<file path="src/rtl/cpu_axi_pkg.sv">
// Shared AXI read-channel constants, prefetch FSM states and FIFO entry
// layout used by inst_prefetch and ipf_fifo.
package cpu_axi_pkg;

  localparam logic [1:0] AXI_BURST_INCR = 2'b01;
  localparam logic [2:0] AXI_SIZE_4B    = 3'b010;
  localparam logic [1:0] AXI_RESP_OKAY  = 2'b00;

  typedef enum logic [1:0] {
    S_IDLE  = 2'd0,
    S_REQ   = 2'd1,
    S_DATA  = 2'd2,
    S_DRAIN = 2'd3
  } ipf_state_e;

  // One prefetched word: its PC, the instruction and the beat error flag.
  typedef struct packed {
    logic [31:0] pc;
    logic [31:0] inst;
    logic        err;
  } ipf_entry_t;

  // ARLEN that stops the burst at the next BURST_LEN-word aligned boundary.
  function automatic logic [7:0] burst_arlen(input logic [31:0] addr,
                                             input int unsigned blen);
    logic [31:0] w_off;
    w_off = (addr >> 2) & (blen - 1);
    return 8'(blen - 1 - w_off);
  endfunction

endpackage

</file>
<file path="src/rtl/ipf_fifo.sv">
// Synchronous FIFO for prefetched entries with push/pop/flush and an
// occupancy count. Flush has priority over push and pop.
module ipf_fifo
#(
  parameter int unsigned DEPTH = 16,
  parameter int unsigned WIDTH = 65
) (
  input  logic                   i_clk,
  input  logic                   i_rst_n,
  input  logic                   i_push,
  input  logic [WIDTH-1:0]       i_data,
  input  logic                   i_pop,
  input  logic                   i_flush,
  output logic [WIDTH-1:0]       o_data,
  output logic                   o_empty,
  output logic [$clog2(DEPTH):0] o_count
);

  localparam int unsigned AW       = $clog2(DEPTH);
  localparam logic [AW:0] FULL_CNT = (AW + 1)'(DEPTH);

  logic [WIDTH-1:0] r_mem [DEPTH];
  logic [AW-1:0]    r_wptr;
  logic [AW-1:0]    r_rptr;
  logic [AW:0]      r_count;
  logic             w_full;
  logic             w_do_push;
  logic             w_do_pop;

  assign w_full    = (r_count == FULL_CNT);
  assign o_empty   = (r_count == '0);
  assign w_do_pop  = i_pop && !o_empty;
  assign w_do_push = i_push && (!w_full || w_do_pop);
  assign o_data    = r_mem[r_rptr];
  assign o_count   = r_count;

  // Pointer and occupancy tracking; flush empties the queue in one cycle.
  always_ff @(posedge i_clk or negedge i_rst_n) begin
    if (!i_rst_n) begin
      r_wptr  <= '0;
      r_rptr  <= '0;
      r_count <= '0;
    end else if (i_flush) begin
      r_wptr  <= '0;
      r_rptr  <= '0;
      r_count <= '0;
    end else begin
      if (w_do_push) r_wptr <= r_wptr + AW'(1);
      if (w_do_pop)  r_rptr <= r_rptr + AW'(1);
      case ({w_do_push, w_do_pop})
        2'b10:   r_count <= r_count + (AW + 1)'(1);
        2'b01:   r_count <= r_count - (AW + 1)'(1);
        default: r_count <= r_count;
      endcase
    end
  end

  // Entry storage; contents are only meaningful below the count.
  always_ff @(posedge i_clk) begin
    if (w_do_push && !i_flush) r_mem[r_wptr] <= i_data;
  end

  // Issue logic only starts a burst with BURST_LEN free slots, so a push
  // into a full FIFO without a matching pop means the controller is broken.
  a_no_overflow: assert property (@(posedge i_clk) disable iff (!i_rst_n)
    !(i_push && !i_flush && w_full && !i_pop));

endmodule

</file>
<file path="src/rtl/inst_prefetch.sv">
// RV32I instruction prefetch unit: issues aligned INCR bursts on AXI AR/R,
// buffers {pc, inst, err} in ipf_fifo and presents the head to decode.
// Optional build macro: IPF_ZERO_SQUASH_EN -- drop all-zero instruction
// words at the FIFO output instead of delivering them.
module inst_prefetch
  import cpu_axi_pkg::*;
#(
  parameter int unsigned C_M_AXI_THREAD_ID_WIDTH = 1,
  parameter int unsigned C_M_AXI_ADDR_WIDTH      = 32,
  parameter int unsigned FIFO_DEPTH              = 16,
  parameter int unsigned BURST_LEN               = 4,
  parameter logic [31:0] RESET_PC                = 32'h2000_0000
) (
  input  logic                               CLK,
  input  logic                               RSTN,
  input  logic                               EXEC,
  input  logic                               STALL,
  input  logic                               REDIRECT,
  input  logic [31:0]                        REDIRECT_PC,
  output logic                               MEM_WAIT,
  output logic [31:0]                        I_PC,
  output logic [31:0]                        I_INST,
  output logic                               I_ERR,
  output logic                               I_VALID,
  output logic [C_M_AXI_THREAD_ID_WIDTH-1:0] M_AXI_ARID,
  output logic [C_M_AXI_ADDR_WIDTH-1:0]      M_AXI_ARADDR,
  output logic [7:0]                         M_AXI_ARLEN,
  output logic [2:0]                         M_AXI_ARSIZE,
  output logic [1:0]                         M_AXI_ARBURST,
  output logic                               M_AXI_ARLOCK,
  output logic [3:0]                         M_AXI_ARCACHE,
  output logic [2:0]                         M_AXI_ARPROT,
  output logic                               M_AXI_ARVALID,
  input  logic                               M_AXI_ARREADY,
  input  logic [31:0]                        M_AXI_RDATA,
  input  logic [1:0]                         M_AXI_RRESP,
  input  logic                               M_AXI_RLAST,
  input  logic                               M_AXI_RVALID,
  output logic                               M_AXI_RREADY
);

  localparam int unsigned CW = $clog2(FIFO_DEPTH) + 1;

  ipf_state_e  r_state;
  ipf_state_e  w_next;
  logic [31:0] r_fa;
  logic [31:0] r_araddr;
  logic [7:0]  r_arlen;
  logic        r_drain_pend;
  logic        w_push;
  logic        w_pop;
  logic        w_empty;
  logic [CW-1:0] w_count;
  logic [31:0] w_free;
  logic [$bits(ipf_entry_t)-1:0] w_fifo_dout;
  ipf_entry_t  w_push_entry;
  ipf_entry_t  w_head;
  logic        w_head_zero;
  logic        w_show;
  logic        w_unused;

  assign w_unused = ^REDIRECT_PC[1:0];
  assign w_free   = 32'(FIFO_DEPTH) - 32'(w_count);

  // Next-state and push decode for the burst engine.
  always_comb begin
    w_next = r_state;
    w_push = 1'b0;
    case (r_state)
      S_IDLE: begin
        if (EXEC && (w_free >= BURST_LEN) && !REDIRECT) w_next = S_REQ;
      end
      S_REQ: begin
        if (M_AXI_ARREADY) w_next = (r_drain_pend || REDIRECT) ? S_DRAIN : S_DATA;
      end
      S_DATA: begin
        if (M_AXI_RVALID) begin
          w_push = !REDIRECT;
          if (M_AXI_RLAST)   w_next = S_IDLE;
          else if (REDIRECT) w_next = S_DRAIN;
        end else if (REDIRECT) begin
          w_next = S_DRAIN;
        end
      end
      S_DRAIN: begin
        if (M_AXI_RVALID && M_AXI_RLAST) w_next = S_IDLE;
      end
      default: w_next = S_IDLE;
    endcase
  end

  // State, fetch address and latched AR fields. The AR address/length are
  // captured on entry to REQ so a redirect can move fa without disturbing
  // an AR that is already being presented.
  always_ff @(posedge CLK or negedge RSTN) begin
    if (!RSTN) begin
      r_state      <= S_IDLE;
      r_fa         <= RESET_PC;
      r_araddr     <= '0;
      r_arlen      <= '0;
      r_drain_pend <= 1'b0;
    end else begin
      r_state <= w_next;
      if (REDIRECT)    r_fa <= {REDIRECT_PC[31:2], 2'b00};
      else if (w_push) r_fa <= r_fa + 32'd4;
      if ((r_state == S_IDLE) && (w_next == S_REQ)) begin
        r_araddr <= r_fa;
        r_arlen  <= burst_arlen(r_fa, BURST_LEN);
      end
      if (r_state == S_REQ) r_drain_pend <= (r_drain_pend || REDIRECT) && !M_AXI_ARREADY;
      else                  r_drain_pend <= 1'b0;
    end
  end

  assign M_AXI_ARID    = '0;
  assign M_AXI_ARADDR  = C_M_AXI_ADDR_WIDTH'(r_araddr);
  assign M_AXI_ARLEN   = r_arlen;
  assign M_AXI_ARSIZE  = AXI_SIZE_4B;
  assign M_AXI_ARBURST = AXI_BURST_INCR;
  assign M_AXI_ARLOCK  = 1'b0;
  assign M_AXI_ARCACHE = '0;
  assign M_AXI_ARPROT  = '0;
  assign M_AXI_ARVALID = (r_state == S_REQ);
  assign M_AXI_RREADY  = (r_state == S_DATA) || (r_state == S_DRAIN);

  assign w_push_entry.pc   = r_fa;
  assign w_push_entry.inst = M_AXI_RDATA;
  assign w_push_entry.err  = (M_AXI_RRESP != AXI_RESP_OKAY);

  ipf_fifo #(
    .DEPTH (FIFO_DEPTH),
    .WIDTH ($bits(ipf_entry_t))
  ) u_fifo (
    .i_clk   (CLK),
    .i_rst_n (RSTN),
    .i_push  (w_push),
    .i_data  (w_push_entry),
    .i_pop   (w_pop),
    .i_flush (REDIRECT),
    .o_data  (w_fifo_dout),
    .o_empty (w_empty),
    .o_count (w_count)
  );

  assign w_head = w_fifo_dout;

`ifdef IPF_ZERO_SQUASH_EN
  assign w_head_zero = (w_head.inst == '0);
`else
  assign w_head_zero = 1'b0;
`endif

  // A squashed head is popped without stall, so it never reaches decode.
  assign w_show   = !w_empty && !w_head_zero;
  assign w_pop    = !w_empty && (w_head_zero || !STALL);
  assign I_VALID  = w_show;
  assign I_PC     = w_show ? w_head.pc   : '0;
  assign I_INST   = w_show ? w_head.inst : '0;
  assign I_ERR    = w_show && w_head.err;
  assign MEM_WAIT = RSTN && EXEC && w_empty;

endmodule

</file>
<file path="config.mk">
export PLATFORM = sky130hd
export DESIGN_NAME = inst_prefetch
export DESIGN_NICKNAME = d
export VERILOG_FILES = /design/src/rtl/cpu_axi_pkg.sv /design/src/rtl/ipf_fifo.sv /design/src/rtl/inst_prefetch.sv
export SDC_FILE = /design/constraint.sdc
export NUM_CORES = 1
export LEC_CHECK = 0
export ABC_CLOCK_PERIOD_IN_PS = 4800
export BUFFER_PORTS_ARGS = -buffer_cell sky130_fd_sc_hd__buf_2
export CAP_MARGIN = 20
export CORE_ASPECT_RATIO = 1.2
export CORE_UTILIZATION = 45
export DETAILED_ROUTE_END_ITERATION = 8
export GPL_TIMING_DRIVEN = 0
export RECOVER_POWER = 50
export SLEW_MARGIN = 20
export SYNTH_ARGS = -nofsm -noshare
export SYNTH_HDL_FRONTEND = slang
export SYNTH_SLANG_ARGS = --single-unit
</file>
<file path="constraint.sdc">
create_clock -name CLK -period 4.8 [get_ports CLK]
set_clock_uncertainty 0.05 [all_clocks]
set_input_delay 0.96 -clock CLK [delete_from_list [all_inputs] [get_ports CLK]]
set_output_delay 0.96 -clock CLK [all_outputs]
set_load 0.05 [all_outputs]
</file>
Yosys cells after proc, flatten, opt, wreduce, memory -nomap -nowiden
Memories as Yosys holds them, arrays and structs flattened.
Index checks and enable logic that the tools add are counted.
{"block": "totals", "regBits": 88, "ram_bits": 1040, "inputBits": 74, "mem_count": 1}
{"block": "classes", "addsub": 7, "n_lt_le_gt_ge": 1, "n_eq_ne": 7, "n_mux": 23, "n_reduce_logical": 27}
{"memory": "u_fifo.r_mem", "words": 16, "word_bits": 65, "rd": 1, "rd_clocked_by_memory_dff": 0, "wr": 1, "line": "ipf_fifo.sv:22", "source": "logic [WIDTH-1:0] r_mem [DEPTH];"}
{"operator": "32-bit two-way mux", "n": 4}
{"operator": "32-bit by 3-bit adder with 32-bit output (second input constant)", "n": 1}
{"operator": "32-bit by 3-bit greater-or-equal comparator with 1-bit output (second input constant)", "n": 1}
{"operator": "4-bit two-way mux", "n": 4}
{"operator": "1-bit logical AND", "n": 12}
{"operator": "2-bit two-way mux", "n": 6}
{"operator": "5-bit one-hot mux with 2 select lines", "n": 1}
{"operator": "4-bit by 1-bit adder with 4-bit output (second input constant)", "n": 2}
{"operator": "2-bit one-hot mux with 4 select lines", "n": 1}
{"operator": "2-bit nonzero test", "n": 4}
{"operator": "2-bit by 1-bit equality test with 1-bit output (second input constant)", "n": 3}
{"operator": "2-bit equality test (second input constant)", "n": 3}
{"operator": "1-bit two-way mux", "n": 6}
{"operator": "5-bit by 5-bit subtractor with 6-bit output (first input constant)", "n": 1}
{"operator": "5-bit by 1-bit adder with 5-bit output (second input constant)", "n": 1}
{"operator": "5-bit equality test (second input constant)", "n": 1}
{"operator": "1-bit logical NOT", "n": 5}
{"operator": "5-bit logical NOT", "n": 1}
{"operator": "5-bit two-way mux", "n": 1}
{"operator": "5-bit by 1-bit subtractor with 5-bit output (second input constant)", "n": 1}
{"operator": "1-bit logical OR", "n": 3}
{"operator": "3-bit nonzero test", "n": 1}
{"operator": "2-bit by 2-bit subtractor with 3-bit output (first input constant)", "n": 1}
{"operator": "2-bit logical NOT", "n": 1}

Logic depth before layout (Yosys ltp)
{"block": "depth", "ltp_word": 9, "mapped_depth": 12}

By module
A second synthesis with hierarchy kept.
{"block": "hier_totals", "cells_unflattened": 2119, "area_unflattened_um2": 43603.1}
{"module": "ipf_fifo", "n_inst": 1, "cells_each": 1708, "area_per_inst_um2": 39725.6}
{"module": "inst_prefetch", "n_inst": 1, "cells_each": 411, "area_per_inst_um2": 3877.5}

Least setup slack after synthesis
OpenSTA, ideal clock, no wires.
{"block": "synth_timing", "path_type": "in2reg", "start": "in STALL", "end": "mem u_fifo.r_mem[0][0] (enable)", "setup_time_ps": 427, "arrival_ps": 3494, "required_time_ps": 4323, "slack_ps": 828, "cell_stages": 4, "path_cell_list": "or2_2 -> a211oi_4 -> nor3b_1 -> and2_1"}
{"block": "synth_via", "elab_chain_len": 8}
{"element": "start: declaration", "line": "inst_prefetch.sv:17", "source": "input logic STALL,"}
{"element": "1-bit logical NOT", "line": "inst_prefetch.sv:155", "source": "assign w_pop = !w_empty && (w_head_zero || !STALL);"}
{"element": "1-bit logical AND", "line": "inst_prefetch.sv:155"}
{"element": "1-bit logical AND", "line": "ipf_fifo.sv:32", "source": "assign w_do_pop = i_pop && !o_empty;"}
{"element": "1-bit logical OR", "line": "ipf_fifo.sv:33", "source": "assign w_do_push = i_push && (!w_full || w_do_pop);"}
{"element": "1-bit logical AND", "line": "ipf_fifo.sv:33"}
{"element": "1-bit logical AND", "line": "ipf_fifo.sv:60", "source": "if (w_do_push && !i_flush) r_mem[r_wptr] <= i_data;"}
{"element": "1-bit two-way mux", "line": "ipf_fifo.sv:60"}
{"element": "1-bit two-way mux (implied by the code)", "line": "ipf_fifo.sv:60"}
{"element": "end: declaration", "line": "ipf_fifo.sv:22"}
Every way passes these cells.

Final worst setup path
{"block": "layout_timing", "start": "reg u_fifo.r_rptr[2]", "end": "out I_PC[8]"}
{"block": "layout_via", "elab_chain_len": 2}
{"element": "start: declaration", "line": "ipf_fifo.sv:24", "source": "logic [AW-1:0] r_rptr;"}
{"element": "start signal: assignment", "line": "ipf_fifo.sv:49", "source": "if (w_do_pop) r_rptr <= r_rptr + AW'(1);"}
{"element": "memory 16 x 65 bit"}
{"element": "32-bit two-way mux", "line": "inst_prefetch.sv:157", "source": "assign I_PC = w_show ? w_head.pc : '0;"}
{"element": "end: declaration", "line": "inst_prefetch.sv:21", "source": "output logic [31:0] I_PC,"}
Every way passes these cells.

==> summary.md <==
| Metric | Value |
|---|---|
| Status | finished with violations |
| Failing checks | max-capacitance violations, max-slew violations |
| Overall die height | 340 um |
| Period utilisation layout | 99.3% |
| Die ar. | 96500 um^2 |
| Worst hold-check path type | in -> reg |
| Core area | 94000 um^2 |
| Post-synthesis sequential area ratio | 75.1% |
| Fraction of layout cells with a size suffix above 1 | 25.0% |
| Clk slew on worst S/H paths | 70 ps |
| Maximum clock insertion buffer count | 3 |
| Multiplexer share of the synthesized area | 16.3% |
| DR WL/cell | 28.7 um |
| Commonest non-fill, non-tap cell in the layout | edfxtp_1 |
| Initial Util | 45.6% |
| Compound-cell area share of the yosys netlist | 2.81% |
| Async SR Flop Fraction | 7.18% |
| Synth Area in Simple Gates | 2.84% |
| Critical Path Max Stage Delay | 880 ps |
| CTS Hold Bufs | 0 |
| Max H-tree Level | 3 |
| Fill cell count | 7336 |
| FF+latch count, synth | 1086 |
| Antenna violations before repair | 0 |
| Finished Layout Cells | 3821 |
| Final hold violations | 0 |
| Detailed Routing Iterations Pass 1 | 5 |
| Crit path capture type | primary output |
| Syn_area_per_cell | 19.8 um^2 |
| Final Cell Area | 49300 um^2 |
| # DRC | 0 |
| Top FF cell, synth | edfxtp_1 |
| EDFF count, synth | 1008 |
| RSZ-0062 raised after global routing | yes |
| Post-DRT Antenna Nets | 0 |
| Worst-Skew Late Latency | 670 ps |
| CP arrival | 3760 ps |
| Slew @ Worst Pin | 2250 ps |
| Row count | 123 |
| # Post-CTS Setup Buffers | 0 |
| Nets@finish | 2572 |
| Dpl cell area | 46000 um^2 |
| Global placement routability congestion | 0.789 |
| Synth unique cells | 58 |
| Area grow syn2layout | 15.1% |
| CTS tree | yes |
| Sequential share of power | 43.3% |
| Synth Area in Adders | 0.368% |
| Max-capacitance violation count | 1 |
| CTS root buffer | clkbuf_16 |
| PortBufs | 170 |
| Lkg Pwr | 15.8 nW |
| Max FO, Critical Path | 10 |
| IO Pins | 197 |
| Min cycle time layout | 4770 ps |
| Psw | 0.00806 W |
| # resized after CTS | 11 |
| Slew Limit Fails | 39 |
| Die X | 284 um |
| Placed instance count | 3632 |
| Setup TNS | 0 ps |
| Drt initial violations | 2063 |
| Fmax | 210 MHz |
| Sw frac | 31.9% |
| Startpoint types | register |
| Slowest cell on crit path | clkbuf_1 |
| Pwr dens | 512 nW/um^2 |
| Combinational Power Share | 23.8% |
| Vias in the first global route | 23300 |
| CTS sink count | 1086 |
| Final setup fails | 0 |
| Combined area of all synthesized cells | 42900 um^2 |
| First-pass GRT wire length | 160000 um |
| Synth Warn # | 0 |
| Clk network pwr share | 32.9% |
| Family with the most delay on the worst path | buffers and inverters |
| Post-synthesis xor/xnor area fraction | 0.756% |
| Via count | 22000 |
| Max-slew headroom | -50.0% |
| Utilization after layout | 52.5% |
| Cells after synthesis | 2168 |
| Dpl hpwl | 67400 um |
| Largest net degree at the start of global routing | 42 |
| Worst vdd ir | 0.000394 V |
| Sum of buffers and inverters on the critical path | 4 |
| Worst path cell trace | buf_2 -> clkbuf_1 -> clkbuf_1 -> o211ai_1 -> o211ai_1 -> o21ai_0 -> buf_2 |
| Int Pwr | 0.0172 W |
| Drt total wl | 109000 um |
| Total power draw | 0.0253 W |
| GRT Total Usage | 22.8% |
| Worst path required time | 3790 ps |
| Combinational family with the most area after synthesis | multiplexers |
| DR vias/cell | 5.76 |
| Most frequent cells in the layout | edfxtp_1 (1008), mux4_2 (192), mux2i_1 (176), buf_2 (147), clkbuf_1 (126) |
| GRT overflow | 0 |
| Crit path kind | reg -> out |
| CTS Buf Count | 103 |
==> flip-flops by register name, indices dropped and copies added (netlist names), 2 cells and up <==
register        count
u_fifo.r_rptr       4
u_fifo.r_mem     1008
r_state             2
u_fifo.r_wptr       4
u_fifo.o_count      5
r_fa               30
M_AXI_ARLEN         2
M_AXI_ARADDR       30
==> stage by stage <==
step / hold slack, ps / setup WS [ps]
after detailed placement: 423 / -95.8
final: 424 / 31.5
after CTS: 206 / 1.65
after global routing: 408 / -9.00
after floorplan: 431 / 828
after global placement: 418 / -1370
==> cells in the mapped netlist (2+ instances only) <==
cell / count / area (um^2)
edfxtp_1: 1008 / 30300
mux4_2: 192 / 4320
mux2i_1: 176 / 1760
nand2_1: 123 / 462
dfrtp_1: 77 / 1930
clkbuf_1: 51 / 191
mux2_2: 50 / 563
o22ai_1: 47 / 294
o211ai_1: 46 / 345
buf_2: 41 / 205
o21ai_0: 41 / 205
buf_4: 37 / 278
nand3_1: 31 / 155
mux2_1: 29 / 327
nor2_1: 26 / 97.6
xor2_1: 22 / 193
a21oi_1: 20 / 100
and2_1: 16 / 100
xnor2_1: 15 / 131
a32oi_1: 14 / 123
nand4_1: 13 / 81.3
ha_1: 11 / 138
buf_1: 10 / 37.5
inv_1: 9 / 33.8
and3_1: 8 / 50.1
o21ai_1: 5 / 25.0
nor2b_1: 4 / 25.0
nor4_1: 4 / 25.0
nor4_2: 4 / 50.1
buf_6: 3 / 33.8
or2_2: 3 / 18.8
a211oi_1: 2 / 15.0
conb_1: 2 / 7.51
nor3_2: 2 / 20.0
or2_1: 2 / 12.5
or3_1: 2 / 12.5
==> cell type report <==
class	instances	area, um^2	area share (%)
buffer	141	752	1.52
inverter	9	33.8	0.0685
timing repair buffer	192	1320	2.66
clock inverter	58	629	1.28
clock buffer	131	2820	5.72
antenna	1	2.50	0.00507
tap	1250	1560	3.17
multi-input combinational	953	10000	20.3
sequential	1086	32200	65.3
==> power by group through the flow <==
stage          Sequential [W]  Clock [W]  Combinational (W)
6_report               0.0109    0.00832            0.00602
2_1_floorplan          0.0115          0            0.00383
4_1_cts                0.0109    0.00843            0.00616
3_5_place_dp           0.0111          0            0.00614
3_3_place_gp           0.0111          0            0.00606
5_1_grt                0.0110    0.00879            0.00633
==> layer usage <==
metal	wire length, um	up-vias	share of wire, %	GRT usage, %
met3	5720	152	5.2	3.07
met5	0	-	0	0
met1	43900	11700	40	29.5
met4	2720	0	2.5	6.93
met2	57100	768	52	40.2
li1	-	9387	-	-
==> cell families after synthesis <==
kind of cell    Yosys count
other cells               2
fa+ha+maj                12
xor+xnor                 37
compound gates          184
buf+inv                 151
simple gates            249
flops                  1086
mux                     447
==> worst register-to-register path, stage by stage, from the launching register on <==
cell and delay, ps:
dfrtp_1 400, or2_0 170, nor3_1 100, ha_1 300, or2_2 420, a211oi_4 470
nor3b_1 570, and2_4 670, buf_16 330
==> path summary, 6_finish.rpt <==
kind	to	from	cells past startpoint	slack (ps)
max	I_PC[8]	u_fifo.r_rptr[2]	7	30
min	r_drain_pend	M_AXI_ARREADY	2	420
max reg2reg	u_fifo.r_mem[3][15]	u_fifo.o_count[0]	8	960
min reg2reg	M_AXI_ARADDR[14]	M_AXI_ARADDR[14]	1	440
max in group asynchronous	u_fifo.r_rptr[3]	RSTN	1	2510
min in group asynchronous	M_AXI_ARADDR[9]	RSTN	1	900
No activity file was read; power rests on OpenSTA's default activity.
